$ cat config.mk
export PLATFORM = sky130hd
export DESIGN_NAME = fb_scanout
export DESIGN_NICKNAME = d
export VERILOG_FILES = /design/src/rtl/vga_pkg.sv /design/src/rtl/vga_timing_gen.sv /design/src/rtl/fb_scanout.sv
export SDC_FILE = /design/constraint.sdc
export NUM_CORES = 1
export LEC_CHECK = 0
export CAP_MARGIN = 20
export CORE_ASPECT_RATIO = 0.5
export CORE_UTILIZATION = 40
export DETAILED_ROUTE_END_ITERATION = 8
export SLEW_MARGIN = 30
export SYNTH_ARGS = -nofsm -noshare
export SYNTH_HDL_FRONTEND = slang
export SYNTH_SLANG_ARGS = --single-unit
$ cat constraint.sdc
create_clock -name clk -period 2.2 [get_ports clk]
set_clock_uncertainty 0.05 [all_clocks]
set_input_delay 0.44 -clock clk [delete_from_list [all_inputs] [get_ports clk]]
set_output_delay 0.44 -clock clk [all_outputs]
set_load 0.005 [all_outputs]
$ cat src/rtl/vga_pkg.sv
// Shared VGA raster timing constants, RGB565 field layout and framebuffer address type.
package vga_pkg;

  // 640x480 @ 60 Hz raster, 25 MHz pixel clock derived from a 100 MHz system clock
  localparam int unsigned VGA_H_ACTIVE = 640;
  localparam int unsigned VGA_H_FP     = 16;
  localparam int unsigned VGA_H_SYNC   = 96;
  localparam int unsigned VGA_H_BP     = 48;
  localparam int unsigned VGA_V_ACTIVE = 480;
  localparam int unsigned VGA_V_FP     = 10;
  localparam int unsigned VGA_V_SYNC   = 2;
  localparam int unsigned VGA_V_BP     = 33;
  localparam int unsigned VGA_H_TOTAL  = VGA_H_ACTIVE + VGA_H_FP + VGA_H_SYNC + VGA_H_BP;
  localparam int unsigned VGA_V_TOTAL  = VGA_V_ACTIVE + VGA_V_FP + VGA_V_SYNC + VGA_V_BP;
  localparam int unsigned VGA_CLK_DIV  = 4;
  localparam int unsigned VGA_RD_LAT   = 2;

  // Framebuffer word address and pixel word widths
  localparam int unsigned ADDR_W = 19;
  localparam int unsigned PIX_W  = 16;
  localparam int unsigned COL_W  = 4;

  // Top bits of each RGB565 field; the 4-bit output takes the upper nibble of each
  localparam int unsigned RGB565_R_MSB = 15;
  localparam int unsigned RGB565_G_MSB = 10;
  localparam int unsigned RGB565_B_MSB = 4;

  typedef logic [ADDR_W-1:0] fb_addr_t;

endpackage

$ cat src/rtl/vga_timing_gen.sv
// Pixel strobe divider, raster counters and region decode for the current raster position.
module vga_timing_gen
  import vga_pkg::*;
#(
  parameter int unsigned H_ACTIVE = VGA_H_ACTIVE,
  parameter int unsigned H_FP     = VGA_H_FP,
  parameter int unsigned H_SYNC   = VGA_H_SYNC,
  parameter int unsigned H_BP     = VGA_H_BP,
  parameter int unsigned V_ACTIVE = VGA_V_ACTIVE,
  parameter int unsigned V_FP     = VGA_V_FP,
  parameter int unsigned V_SYNC   = VGA_V_SYNC,
  parameter int unsigned V_BP     = VGA_V_BP,
  parameter int unsigned CLK_DIV  = VGA_CLK_DIV
) (
  input  logic clk,
  input  logic rstn,
  output logic pix_en_c,
  output logic active_c,
  output logic hs_n_c,
  output logic vs_n_c,
  output logic vblank_c,
  output logic wrap_c
);

  localparam int unsigned H_TOTAL = H_ACTIVE + H_FP + H_SYNC + H_BP;
  localparam int unsigned V_TOTAL = V_ACTIVE + V_FP + V_SYNC + V_BP;
  localparam int unsigned HW      = $clog2(H_TOTAL);
  localparam int unsigned VW      = $clog2(V_TOTAL);
  localparam int unsigned DW      = (CLK_DIV > 1) ? $clog2(CLK_DIV) : 1;
  localparam int unsigned HS_BEG  = H_ACTIVE + H_FP;
  localparam int unsigned HS_END  = HS_BEG + H_SYNC;
  localparam int unsigned VS_BEG  = V_ACTIVE + V_FP;
  localparam int unsigned VS_END  = VS_BEG + V_SYNC;

  logic [DW-1:0] div_q;
  logic [HW-1:0] hcnt_q;
  logic [VW-1:0] vcnt_q;
  logic          h_last_c;
  logic          v_last_c;

  assign pix_en_c = (div_q == DW'(CLK_DIV - 1));
  assign h_last_c = (hcnt_q == HW'(H_TOTAL - 1));
  assign v_last_c = (vcnt_q == VW'(V_TOTAL - 1));

  // Free-running clk divider producing one pixel strobe every CLK_DIV clks
  always_ff @(posedge clk or negedge rstn) begin
    if (!rstn) begin
      div_q <= '0;
    end else if (pix_en_c) begin
      div_q <= '0;
    end else begin
      div_q <= div_q + DW'(1);
    end
  end

  // Raster position; vcnt steps when hcnt wraps, both wrap together at the frame end
  always_ff @(posedge clk or negedge rstn) begin
    if (!rstn) begin
      hcnt_q <= '0;
      vcnt_q <= '0;
    end else if (pix_en_c) begin
      if (h_last_c) begin
        hcnt_q <= '0;
        vcnt_q <= v_last_c ? '0 : vcnt_q + VW'(1);
      end else begin
        hcnt_q <= hcnt_q + HW'(1);
      end
    end
  end

  assign active_c = (hcnt_q < HW'(H_ACTIVE)) && (vcnt_q < VW'(V_ACTIVE));
  assign hs_n_c   = !((hcnt_q >= HW'(HS_BEG)) && (hcnt_q < HW'(HS_END)));
  assign vs_n_c   = !((vcnt_q >= VW'(VS_BEG)) && (vcnt_q < VW'(VS_END)));
  assign vblank_c = (vcnt_q >= VW'(V_ACTIVE));
  assign wrap_c   = h_last_c && v_last_c;

endmodule

$ cat src/rtl/fb_scanout.sv
// Framebuffer scan-out: base latch, linear read address generation, and RGB565->RGB444 VGA output.
module fb_scanout
  import vga_pkg::*;
#(
  parameter int unsigned H_ACTIVE = VGA_H_ACTIVE,
  parameter int unsigned H_FP     = VGA_H_FP,
  parameter int unsigned H_SYNC   = VGA_H_SYNC,
  parameter int unsigned H_BP     = VGA_H_BP,
  parameter int unsigned V_ACTIVE = VGA_V_ACTIVE,
  parameter int unsigned V_FP     = VGA_V_FP,
  parameter int unsigned V_SYNC   = VGA_V_SYNC,
  parameter int unsigned V_BP     = VGA_V_BP,
  parameter int unsigned CLK_DIV  = VGA_CLK_DIV,
  parameter int unsigned RD_LAT   = VGA_RD_LAT
) (
  input  logic              clk,
  input  logic              rstn,
  input  logic [ADDR_W-1:0] fb_base,
  output logic [ADDR_W-1:0] fb_addr,
  input  logic [PIX_W-1:0]  fb_data,
  output logic              vga_hs,
  output logic              vga_vs,
  output logic [COL_W-1:0]  vga_r,
  output logic [COL_W-1:0]  vga_g,
  output logic [COL_W-1:0]  vga_b,
  output logic              vblank,
  output logic              frame_start
);

  // Read data is sampled one pixel period after the address, so it must settle within it
  if (RD_LAT >= CLK_DIV) begin : g_lat_chk
    $error("fb_scanout: RD_LAT must be less than CLK_DIV");
  end

  logic     pix_en_c, active_c, hs_n_c, vs_n_c, vblank_c, wrap_c;
  fb_addr_t base_lat;
  fb_addr_t offset;
  logic     act_d, hs_d, vs_d, vb_d;
  logic [3:0] unused_lsbs;

  // RGB565 bits dropped by the 4-bit DAC
  assign unused_lsbs = {fb_data[11], fb_data[6:5], fb_data[0]};

  vga_timing_gen #(
    .H_ACTIVE (H_ACTIVE),
    .H_FP     (H_FP),
    .H_SYNC   (H_SYNC),
    .H_BP     (H_BP),
    .V_ACTIVE (V_ACTIVE),
    .V_FP     (V_FP),
    .V_SYNC   (V_SYNC),
    .V_BP     (V_BP),
    .CLK_DIV  (CLK_DIV)
  ) u_timing (
    .clk      (clk),
    .rstn     (rstn),
    .pix_en_c (pix_en_c),
    .active_c (active_c),
    .hs_n_c   (hs_n_c),
    .vs_n_c   (vs_n_c),
    .vblank_c (vblank_c),
    .wrap_c   (wrap_c)
  );

  // Base latch and running pixel offset; the sum replaces a line*width multiply
  always_ff @(posedge clk or negedge rstn) begin
    if (!rstn) begin
      base_lat <= '0;
      offset   <= '0;
      fb_addr  <= '0;
    end else if (pix_en_c) begin
      if (active_c) begin
        fb_addr <= base_lat + offset;
      end
      if (wrap_c) begin
        base_lat <= fb_base;
        offset   <= '0;
      end else if (active_c) begin
        offset <= offset + fb_addr_t'(1);
      end
    end
  end

  // Delay the region decode one pixel so syncs line up with the returning read data
  always_ff @(posedge clk or negedge rstn) begin
    if (!rstn) begin
      act_d <= 1'b0;
      hs_d  <= 1'b1;
      vs_d  <= 1'b1;
      vb_d  <= 1'b0;
    end else if (pix_en_c) begin
      act_d <= active_c;
      hs_d  <= hs_n_c;
      vs_d  <= vs_n_c;
      vb_d  <= vblank_c;
    end
  end

  // Colour and sync output stage, blanked outside the active area
  always_ff @(posedge clk or negedge rstn) begin
    if (!rstn) begin
      vga_r  <= '0;
      vga_g  <= '0;
      vga_b  <= '0;
      vga_hs <= 1'b1;
      vga_vs <= 1'b1;
      vblank <= 1'b0;
    end else if (pix_en_c) begin
      vga_r  <= act_d ? fb_data[RGB565_R_MSB -: COL_W] : '0;
      vga_g  <= act_d ? fb_data[RGB565_G_MSB -: COL_W] : '0;
      vga_b  <= act_d ? fb_data[RGB565_B_MSB -: COL_W] : '0;
      vga_hs <= hs_d;
      vga_vs <= vs_d;
      vblank <= vb_d;
    end
  end

  // One-clk pulse on the strobe that wraps the raster back to (0,0)
  always_ff @(posedge clk or negedge rstn) begin
    if (!rstn) begin
      frame_start <= 1'b0;
    end else begin
      frame_start <= pix_en_c && wrap_c;
    end
  end

endmodule

==> results by group, run 1 <==
Global routing
  • Total gr overflow: 0
  • Largest net degree at the start of global routing: 35
  • Initial antenna violation count: 0
  • First-pass GRT wire length: 19400 um
  • Number of global-route vias before repair: roughly 4k
  • GRT Overall Usage: a little under a fifth

Final layout
  • Area taken by multi-input logic gates: approximately 2500 um2
  • Filler cells: between 1k and 1.5k
  • Area Overhead vs Synth: 36.2%
  • Ant. Diodes: 0
  • Sequential cell area: 2480 um2
  • Design area: 6930 um2
  • Share of cells above drive strength 1: 20.6%
  • Fin cells: ~800
  • Nets: a little over 700

Routing
  • DR WL/cell: 13.9 um
  • DRT antenna net count: 0
  • Via count: a little over 4k
  • First-pass DRT Iterations: 4
  • Drt first-iter violations: 190
  • Detailed-route wire length: ~11000 um
  • DRC: 0
  • Vias per cell: approximately 5.0

CTS
  • Root Driver: clkbuf_16
  • H-Tree Depth: 3
  • Clock sink count: between 90 and 100
  • Bufs on Longest Clock Path: 2
  • Total CTS buffers: 9
  • Clk slew on worst S/H paths: 0.07 ns
  • CTS tree: built
  • Clk_lat worst skew: 0.34 ns

Synth
  • Count of cell types in the netlist: 50
  • Synthesized Nets: roughly 570
  • Synth Warn #: 0
  • Syn avg cell area: roughly 10 um2
  • FF+latch count, synth: 99
  • Share of the synthesized area in the top cell type: 46.7%
  • Post-synth EDFFs: 0
  • Count leader, synth: dfrtp_1
  • Synth area leaders: dfrtp_1 47%, ha_1 5.9%, nand2_1 5.1%, o21ai_0 4.0%, xor2_1 3.8%
  • Register area share after synthesis: 48.8%
  • Synth cell count leaders: 95 x dfrtp_1, 69 x nand2_1, 45 x nor2_1
  • Gate Count Post-Synth: 509
  • Top FF cell, synth: dfrtp_1
  • Post-Syn Area: 5090 um2
  • Largest area contributor in the netlist: dfrtp_1
  • Post-synth ARST share: between 90% and 100%

Pwr
  • Switching pwr: ~0.74 mW
  • Peak VDD IR: about 310 uV
  • Switching fraction of total power: between 10% and 20%
  • Share of power burned in registers: a little under 50%
  • Leak pwr: around 3.1 nW
  • Pwr per Cell Area: roughly 540 nW/um2
  • Cell Int Power: between 3 and 4 mW
  • Clock power frac: a little under half
  • Combinational cell fraction of total power: approximately 3.5%

Job
  • Max Cap Viol: 0

STA
  • Fmax: approximately 420 MHz
  • Final Max Tran Viols: 0
  • Fin worst setup slack: -0.160 ns
  • Fin crit share: 107%
  • # setup viols final: 33
  • Final hold vios: 0
  • Slew margin rel.: between 60% and 70%
  • Minimum clock period: 2.36 ns
  • Tightest Pin Transition: 0.477 ns
  • RSZ-0062 raised after global routing: yes

Floorplan
  • Die area: approximately 13000 um2
  • Die Wd: between 150 and 200 um
  • Initial Utilization: between 40 and 50%
  • I/O Pins: slightly above 70
  • # rows: 28
  • Core ar.: ~12000 um2
  • Die Y: between 80 and 90 um

Setup path
  • Crit path DAT: about 2.5 ns
  • Setup crit start kind: flop
  • Setup CP Type: reg2reg
  • CP required: roughly 2.4 ns
  • Worst setup EP type: flop
  • CP max FO: 12

Placement
  • I/O Buffers: between 60 and 70
  • Hpwl dp: between 8000 and 9000 um
  • RD Place Congestion: 0.820
  • Dpl cell area: between 6000 and 7000 um2
  • Dpl cells: between 700 and 800

Status
  • Failing checks: negative setup slack
  • Status: finished, violations left

Min path
  • Worst Hold Class: in2async
[placed cells by master (no fill, tap or decap), types with 11 or more instances in the layout]
cell type,instances
nand2_1,68
buf_4,64
clkdlybuf4s50_1,66
inv_1,23
o21ai_0,34
ha_1,20
nor2_1,44
mux2_4,11
a21oi_1,14
xnor2_1,18
dfrtp_1,95
nand3_1,16
xor2_1,22
[stage by stage]
| step | utilization, % | setup WS, ns | TNS, ns | hold slack (ns) | power [mW] |
|---|---|---|---|---|---|
| after floorplan | - | -0.117 | -1.90 | 0.0944 | 1.88 |
| after global placement | 52.7 | -0.156 | -3.69 | 0.366 | 2.01 |
| after detailed placement | 52.7 | -0.182 | -4.40 | 0.385 | 2.01 |
| after CTS | 56.1 | -0.187 | -3.93 | 0.0170 | 3.80 |
| after global routing | 57.4 | -0.213 | -6.06 | 0.0293 | 3.89 |
| final | 57.4 | -0.160 | -3.71 | 0.00732 | 3.75 |
[logic make-up after synthesis]
group                      after synthesis  share of synthesized area, %
buffers and inverters                   42                          3.81
AOI/OAI and AO/OA                       93                          10.8
xor gates and xnor gates                40                          6.88
DFF                                     99                          48.8
muxes                                   22                          5.58
and+or+nand+nor                        188                          17.8
adders and majority gates               25                          6.29
[power by group through the flow]
stage	combinational (mW)	clock, mW	sequential (mW)
after floorplan	0.00775	0	1.87
after global placement	0.134	0	1.87
after detailed placement	0.136	0	1.87
after CTS	0.136	1.83	1.84
after global routing	0.147	1.90	1.84
final	0.131	1.78	1.84
[worst max-delay path: stages (launching register included)]
cell     delay (ns)
dfrtp_1        0.40
inv_2          0.09
ha_4           0.13
nand2_2        0.04
or4_4          0.42
or4_4          0.48
nor2_8         0.14
buf_12         0.15
mux2_1         0.33
[worst paths after layout]
kind / slack [ns] / from / depth (start not counted) / to
min in group clk: 0.41 / u_timing.div_q[0] / 1 / u_timing.div_q[0]
max: -0.16 / u_timing.vcnt_q[1] / 8 / base_lat[15]
min reg2reg: 0.41 / u_timing.div_q[0] / 1 / u_timing.div_q[0]
max reg2reg: -0.16 / u_timing.vcnt_q[1] / 8 / base_lat[15]
max in group asynchronous: 1.46 / rstn / 2 / fb_addr[13]
min: 0.007 / rstn / 1 / offset[4]
[state kept, by name, summed over array words and instances, names as in the netlist]
register and flops:
u_timing.vcnt_q 10, frame_start 1, u_timing.hcnt_q 10, vga_b 4
vga_r 4, vga_g 4, offset 19, base_lat 19
vga_vs 1, fb_addr 19, hs_d 1, act_d 1
vs_d 1, vga_hs 1, vblank 1, vb_d 1
u_timing.div_q 2
[area by class of cell]
cell class              count  share of cell area (%)
flip-flops and latches     99                    35.8
inverters                  26                    1.41
clock buffers              10                    3.30
well taps                 165                    2.98
multi-input cells         368                    36.7
repair buffers            139                    18.4
clock inverters             5                    1.48
[timing repair]
action / 4_1_cts / 5_1_grt
gates cloned: 0 / 0
hold buffers: 0 / 0
resized for setup: 16 / 29
endpoints found under the setup margin: 40 / 52
pin swaps: 6 / 8
setup buffers: 3 / 8
[layer usage]
layer | part of all wire [%] | wire (um) | GRT usage (%)
met1 | 51 | 5710 | 26.0
met2 | 46 | 5160 | 30.4
met3 | 2.6 | 292 | 3.94
met4 | 0.93 | 105 | 4.53
met5 | 0 | 0 | 0
Note: power is estimated with default switching activity, not from simulation.
==> run 2, diff against run 1 <==
- clock period: 2.2 -> 2.5 ns (I/O delays scaled with it)
==> run 2 against run 1 <==
The run now ends clean. Via count decreased by 5.1%. First-iteration DRC count increased by 31%. Core utilization decreased by 4.3 points. Final cell count decreased by 5.9%. Critical path type unchanged. Critical endpoint is now base_lat[13].
==> results by group, run 2 (synthesis results as in run 1) <==
Status
  • Status: finished, final reports clean

Routing
  • Drt first-iter violations: 248 (+31%)
  • DR WL/cell: 14.0 um (+0.99%)
  • Vias per cell: 5.00 (+0.89%)
  • Via count: 3819 (-5.1%)
  • First-pass DRT Iterations: 5 (+1)
  • DRT antenna net count: 0 (unchanged)
  • Detailed-route wire length: 10700 um (-5.0%)
  • DRC: 0 (unchanged)

Global routing
  • Total gr overflow: 0 (unchanged)
  • Number of global-route vias before repair: 3579 (-9.8%)
  • GRT Overall Usage: 17.6% (-1.1 points)
  • Largest net degree at the start of global routing: 44 (+26%)
  • Initial antenna violation count: 0 (unchanged)
  • First-pass GRT wire length: 18000 um (-6.9%)

Placement
  • Hpwl dp: 7720 um (-5.4%)
  • I/O Buffers: 67 (unchanged)
  • Dpl cells: 746 (-5.1%)
  • RD Place Congestion: 0.838 (+2.2%)

Pwr
  • Total power: 3.06 mW (-18%)
  • Leak pwr: 2.84 nW (-9.1%)
  • Peak VDD IR: 273 uV (-13%)
  • Pwr per Cell Area: 477 nW/um2 (-12%)

STA
  • Fin crit share: 96.4% (-11 points)
  • # setup viols final: 0 (-100%)
  • Final hold vios: 0 (unchanged)
  • RSZ-0062 raised after global routing: no
  • Fmax: 415 MHz (-2.0%)
  • Minimum clock period: 2.41 ns (+0.0489 ns)
  • Tightest Pin Transition: 0.594 ns (+0.117 ns)
  • Slew margin rel.: 60.4% (-7.5 points)
  • Final Max Tran Viols: 0 (unchanged)
  • Fin Setup TNS: 0 ns (+3.71 ns)

Final layout
  • Largest registers: base_lat: 19 flops, fb_addr: 19 flops, offset: 19 flops
  • Final Util: 53.0% (-4.3 points)
  • Nets: 656 (-7.0%)
  • Fin cells: 764 (-5.9%)
  • Commonest non-fill, non-tap cell in the layout: dfrtp_1
  • Sequential cell area: 2480 um2 (unchanged)
  • Share of cells above drive strength 1: 10.7% (-9.9 points)
  • Ant. Diodes: 0 (unchanged)
  • Commonest non-fill, non-tap cells in the layout: 95 x dfrtp_1, 69 x nand2_1, 66 x clkdlybuf4s50_1
  • Filler cells: 1106 (+4.5%)
  • Area Overhead vs Synth: 25.9%
  • Area taken by multi-input logic gates: 2430 um2 (-4.3%)

CTS
  • Bufs on Longest Clock Path: 2 (unchanged)
  • Total CTS buffers: 9 (unchanged)
  • H-Tree Depth: 3 (unchanged)
  • CTS tree: built
  • Clock sink count: 99 (unchanged)
  • Clk_lat worst skew: 0.34 ns (about the same)
  • Hold bufs inserted after CTS: 0 (unchanged)
  • Clk slew on worst S/H paths: 0.07 ns (about the same)
  • Root Driver: clkbuf_16

Setup path
  • CP max stage cell: or4_4
  • Crit path DAT: 2.58 ns (+0.05 ns)
  • Worst setup EP type: flop
  • CP max FO: 15 (+3)
  • Critical path's largest stage delay: 0.49 ns (about the same)
  • Cell Chain, Critical Path: inv_1 -> ha_1 -> nand2_1 -> or4_1 -> or4_4 -> nor2_8 -> buf_12 -> mux2_1
  • Setup CP Type: reg2reg
  • CP required: 2.67 ns (+0.30 ns)
  • Setup crit start kind: flop

Job
  • Max Cap Viol: 0 (unchanged)

Floorplan
  • Core ar.: 12100 um2 (unchanged)
  • Die Wd: 162 um (unchanged)
  • I/O Pins: 72 (unchanged)
  • # rows: 28 (unchanged)
  • Die area: 13200 um2 (unchanged)
  • Initial Utilization: 42.1% (unchanged)
  • Die Y: 81.8 um (unchanged)

Min path
  • Worst Hold Class: in2async
run 2: final timing paths:
kind                               startpoint                 to  slack [ns]  depth (start not counted)
setup / recovery           u_timing.vcnt_q[1]       base_lat[13]        0.09                          8
hold / removal                           rstn        base_lat[7]        0.12                          1
setup reg to reg           u_timing.vcnt_q[1]       base_lat[13]        0.09                          8
hold reg to reg             u_timing.div_q[0]  u_timing.div_q[0]        0.38                          1
max in group asynchronous                rstn             vga_hs        1.62                          2
min in group clk            u_timing.div_q[0]  u_timing.div_q[0]        0.38                          1
run 2: layout make-up:
class | count | area share (%)
clock inverters | 7 | 0.898
multi-input cells | 368 | 37.9
inverters | 26 | 1.52
clock buffers | 9 | 3.51
well taps | 165 | 3.22
repair buffers | 90 | 14.2
flip-flops and latches | 99 | 38.7
run 2: timing repair:
item | CTS | global route
buffers inserted | 0 | 1
gates resized for setup | 0 | 7
setup endpoints to repair | 0 | 14
hold endpoints to repair | 0 | 0
run 2: metal layers:
layer	GRT usage, %	vias up	share of wire [%]
met4	3.49	0	0.44
met1	25.5	1830	53
met2	27.0	50	44
met5	0	-	0
li1	-	1937	-
met3	4.24	2	2.9
run 2: power breakdown:
group	switching, mW	total (mW)	internal [mW]
Combinational	0.0484	0.118	0.0691
Sequential	0.00493	1.62	1.61
Clock	0.636	1.33	0.689
run 2: worst max-delay path: cells and delay by family (launching register included):
family | cells | cell delay [ns]
multiplexers | 1 | 0.33
adder cells (fa/ha/maj) | 1 | 0.15
buffers and inverters | 2 | 0.25
flip-flops | 1 | 0.38
AND/OR/NAND/NOR | 4 | 1.12
run 2: per-stage QoR:
stage | area [um2] | setup WS, ns | hold WS [ns]
6_report | 6410 | 0.0912 | 0.119
5_1_grt | 6410 | 0.000353 | 0.157
4_1_cts | 6360 | 0.0510 | 0.135
3_5_place_dp | 6080 | 0.0685 | 0.372
3_3_place_gp | 6080 | 0.0773 | 0.365
2_1_floorplan | 5090 | 0.183 | 0.154
==> run 3, diff against run 2 <==
- SKIP_LAST_GASP: default -> 1
==> results of run 3 <==
The final DEF is identical to that of run 2; final timing and power are the same.
